**src/rtl/dispatch_ctrl.sv**
```systemverilog
// Dispatch stage: one-entry skid buffer between rename and the reservation stations, ROB tail allocation, mispredict rewind.
// Optional DISPATCH_BYPASS_EN lets an instruction arriving at an empty buffer dispatch in the same cycle.
package types_pkg;
    localparam int FU_W = 2;

    typedef struct packed {
        logic [31:0]     pc;
        logic [FU_W-1:0] fu;
        logic [6:0]      Opcode;
        logic [5:0]      pd_new;
        logic [5:0]      ps1;
        logic [5:0]      ps2;
        logic [31:0]     imm;
        logic [2:0]      func3;
        logic [6:0]      func7;
    } rename_data;
endpackage

module dispatch_ctrl
    import types_pkg::*;
#(
    parameter int NUM_RS    = 3,
    parameter int ROB_DEPTH = 16,
    parameter int IDX_W     = 5
) (
    input  logic              clk,
    input  logic              reset,
    input  logic              rn_valid,
    input  rename_data        rn_data,
    output logic              rn_ready,
    input  logic [NUM_RS-1:0] rs_full,
    output logic [NUM_RS-1:0] di_en,
    output rename_data        di_data,
    output logic [IDX_W-1:0]  rob_index_out,
    input  logic              rob_full,
    output logic              rob_alloc,
    input  logic              mispredict,
    input  logic [IDX_W-1:0]  mispredict_tag
);

    typedef enum logic {EMPTY, HOLD} state_t;

    state_t           state;
    rename_data       buf_data;
    logic [IDX_W-1:0] tail;

    logic       buf_valid;
    logic       cur_valid;
    rename_data cur_data;
    logic       tgt_full;
    logic       fire;
    logic       bypass;
    logic       accept;

    function automatic logic [IDX_W-1:0] idx_inc(input logic [IDX_W-1:0] v);
        return (v == IDX_W'(ROB_DEPTH - 1)) ? '0 : v + 1'b1;
    endfunction

    assign buf_valid = (state == HOLD);

    // The candidate for dispatch is the buffered instruction; with bypass, an
    // empty buffer lets the incoming rename instruction compete directly.
    always_comb begin
`ifdef DISPATCH_BYPASS_EN
        cur_valid = buf_valid || rn_valid;
        cur_data  = buf_valid ? buf_data : rn_data;
`else
        cur_valid = buf_valid;
        cur_data  = buf_data;
`endif
        // fu codes beyond the last RS have no station and never stall on rs_full
        tgt_full = 1'b0;
        for (int i = 0; i < NUM_RS; i++)
            if (cur_data.fu == FU_W'(i)) tgt_full = rs_full[i];

        fire   = cur_valid && !tgt_full && !rob_full && !mispredict;
        bypass = fire && !buf_valid;

        di_en = '0;
        for (int i = 0; i < NUM_RS; i++)
            di_en[i] = fire && (cur_data.fu == FU_W'(i));

        rob_alloc     = fire;
        di_data       = cur_data;
        rob_index_out = tail;
        rn_ready      = !mispredict && (!buf_valid || fire);
        accept        = rn_valid && rn_ready;
    end

    always_ff @(posedge clk or posedge reset) begin
        if (reset) begin
            state    <= EMPTY;
            buf_data <= '0;
            tail     <= '0;
        end else if (mispredict) begin
            state <= EMPTY;
            tail  <= idx_inc(mispredict_tag);
        end else begin
            if (fire)
                tail <= idx_inc(tail);
            // a bypassed instruction is accepted and dispatched at once, so it never lands in the buffer
            if (accept && !bypass) begin
                buf_data <= rn_data;
                state    <= HOLD;
            end else if (fire) begin
                state <= EMPTY;
            end
        end
    end

endmodule

```
**config.mk**
```make
export PLATFORM = sky130hd
export DESIGN_NAME = dispatch_ctrl
export DESIGN_NICKNAME = d
export VERILOG_FILES = /design/src/rtl/dispatch_ctrl.sv
export SDC_FILE = /design/constraint.sdc
export NUM_CORES = 1
export LEC_CHECK = 0
export BUFFER_PORTS_ARGS = -buffer_cell sky130_fd_sc_hd__buf_4
export CORE_AREA = 3 3 134 136
export DETAILED_ROUTE_END_ITERATION = 10
export DIE_AREA = 0 0 137 139
export GPL_ROUTABILITY_DRIVEN = 0
export HOLD_SLACK_MARGIN = 0.05
export PLACE_DENSITY_LB_ADDON = 0.25
export SYNTH_ARGS = -nofsm -noshare
export SYNTH_HDL_FRONTEND = slang
export SYNTH_SLANG_ARGS = --single-unit
export TNS_END_PERCENT = 30
```
**constraint.sdc**
```tcl
create_clock -name clk -period 8.8 [get_ports clk]
set_clock_uncertainty 0.1 [all_clocks]
set_input_delay 0.44 -clock clk [delete_from_list [all_inputs] [get_ports clk]]
set_output_delay 0.44 -clock clk [all_outputs]
set_load 0.03 [all_outputs]
```
==> flow_summary.json <==
{
  "initialDrtViolationCount": 132,
  "syn_inst": 268,
  "syn_area_per_cell_sq_um": 17.4,
  "final_layout_size_suffix_gt1_share_pct": 69.6,
  "final_cell_mix": "buf_4, dfrtp_1, mux2_4",
  "portBuffers": 224,
  "num_vias": 3035,
  "core_area_sq_mm": 0.0171,
  "fin_crit_sh_pct": 38.7,
  "max_freq_mhz": 294,
  "synth.yosys.seq_area_share_pct": 57.3,
  "r2r_slack_ps": 5390,
  "antenna_found_initial": 0,
  "vias_per_cell": 4.20,
  "cellLeakagePower_nw": 3.51,
  "setup_tns_ps": 0,
  "grt_setup_unrepaired": "no",
  "synth_nets": 384,
  "grt.total_usage_pct": 11.8,
  "clock_latency_ps": 340,
  "synth.distinct_cells": 31,
  "multi_input_area_sq_mm": 0.00178,
  "ioPinCount": 225,
  "overflow": 0,
  "critPathKind": "flip-flop to flip-flop",
  "layout_commonest_cell": "buf_4",
  "worst_slew_pin_slew_ps": 1040,
  "worstReg2RegStart": "di_data[68]",
  "synth-seq-cells": 107,
  "area_growth_pct": 45.4,
  "whs_ps": 79.1,
  "first_global_vias": 3399,
  "routedWlPerCell_um": 15.6,
  "yosysTopAreaCell": "dfrtp_1",
  "cts-root-buf": "clkbuf_16",
  "ant_nets": 0,
  "htreeDepth": 3,
  "drtPass1Iterations": 4,
  "status": "completed",
  "cts.sinks": 107,
  "cts_buffers": 9,
  "cpPeakStageDelay_ps": 910,
  "die-area_sq_mm": 0.0190,
  "hold_class": "input pin to asynchronous set/reset pin",
  "die_h_um": 139,
  "slew_headroom_pct": 30.3,
  "startpoint_type": "flip-flop",
  "crit_start": "di_data[68]",
  "fillerInstances": 1648,
  "path_depth": 5,
  "clk_path_buf_depth": 2,
  "diodes": 0,
  "hpwl_mm": 8.14,
  "drt-total-wl_mm": 11.2,
  "syn_area_sq_mm": 0.00468,
  "worstPathMaxFanout": 60,
  "cp_top_family": "buffers and inverters",
  "hold_violations": 0,
  "clkTransAtPathRegs_ps": 70,
  "total_power_w": 0.00188,
  "post_cts_resized": 0,
  "crit_path_end": "di_data[87]",
  "setup_viol": 0,
  "required_ps": 8930,
  "synth_top_area_share_pct": 57.3,
  "cap_viol_max_count": 0,
  "ir_worst_vdd_mv": 0.113,
  "postCtsHoldBufs": 0,
  "drv_slew": 0,
  "ys_warn_count": 0,
  "fp.dieW_um": 137,
  "cts_setup_buffers": 0,
  "power_density_mw_per_mm2": 276,
  "fin_nets": 608,
  "route.detailed.drc": 0,
  "grt_pass1_wl_mm": 17.8,
  "crit_path_end_kind": "flip-flop",
  "r2r_end": "di_data[87]",
  "critPathArrivalTime_ps": 3540,
  "path_cells": "mux2i_1 > o311ai_2 > or3b_4 > buf_4 > mux2_2",
  "period_minus_slack_ps": 3410,
  "critPathSlowestCell": "buf_4",
  "critical_path_buf_inv_count": 1,
  "synth_area_leaders": "dfrtp_1, mux2_4, buf_12",
  "cts_tree": "yes",
  "grt_max_degree": 61,
  "start_util_pct": 27.4,
  "placementRows": 48,
  "reg2reg_depth": 5,
  "regArea_sq_mm": 0.00268
}
==> Yosys cell counts <==
cell	n
and4b_1	1
o31a_1	1
inv_1	4
mux2i_1	3
dfrtp_1	107
buf_2	1
o21a_1	1
nand4b_1	1
nor2_1	5
buf_12	9
or3b_4	1
nor4b_1	2
xnor2_1	1
nand3_1	5
clkbuf_1	2
o2111ai_1	1
nor4_1	1
o22ai_1	1
mux2_2	11
o211ai_1	1
mux2_4	90
nor3_1	1
nand3b_1	1
xor2_1	1
or4_1	1
ha_1	2
buf_8	1
nand2_1	3
o21ai_0	5
o311ai_2	1
nor2b_1	3
==> logic make-up (layout without fill, tap and decap cells) <==
logic type / after synthesis / in the layout / synth area share, %
AOI/OAI and AO/OA: 11 / 11 / 1.71
xor gates and xnor gates: 2 / 2 / 0.375
adders and majority gates: 2 / 2 / 0.535
buffers and inverters: 17 / 246 / 4.76
DFF: 107 / 107 / 57.3
muxes: 104 / 104 / 32.2
and+or+nand+nor: 25 / 25 / 3.16
==> area by class of cell <==
type | instances | area share [%]
clock inverters | 6 | 1.64
flip-flops and latches | 107 | 39.4
multi-input cells | 144 | 26.1
well taps | 225 | 4.14
repair buffers | 226 | 25.0
inverters | 4 | 0.258
clock buffers | 10 | 3.51
==> per-stage QoR <==
step	area, sq um	std cells	setup WS (ps)	utilization, %
5_1_grt	6800	722	5160	39.9
3_5_place_dp	6450	706	5360	37.8
6_report	6800	722	5390	39.9
2_1_floorplan	4680	268	5440	-
4_1_cts	6800	722	5360	39.9
3_3_place_gp	6450	706	5480	37.8
==> power breakdown <==
part	total [W]	leakage (nW)	internal (W)	switching, W
registers	0.000688	1.26	0.000611	0.0000771
clock network	0.000467	0.169	0.000286	0.000181
logic	0.000723	2.08	0.000346	0.000377
==> worst reg2reg max path: cells and delay by family (launching register included) <==
| kind | cells | cell delay (ps) |
|---|---|---|
| mux | 2 | 690 |
| compound gates | 1 | 320 |
| flops | 1 | 450 |
| buf+inv | 1 | 940 |
| simple gates | 1 | 800 |
==> per-layer routing <==
metal  wire, um  vias up  GRT usage [%]  share of wire, %
met3       1080       13           3.96               9.6
met5          0        -              0                 0
li1           -     1399              -                 -
met2       5380      133           18.4                48
met4        231        0           5.15               2.1
met1       4540     1490           15.0                40
==> worst min path at each step <==
stage	start	cells after the start	slack, ps	to
6_report	reset	2	80	di_data[20]
5_1_grt	reset	2	140	di_data[20]
4_1_cts	reset	2	110	di_data[20]
3_5_place_dp	di_data[40]	1	400	di_data[40]
3_3_place_gp	di_data[93]	1	400	di_data[93]
2_1_floorplan	mispredict_tag[0]	1	450	rob_index_out[0]
==> sequential cells by signal, indices dropped and copies added (netlist names) <==
name           cells
di_data          101
rob_index_out      5
buf_valid          1
(Power assumes the default switching activity.)
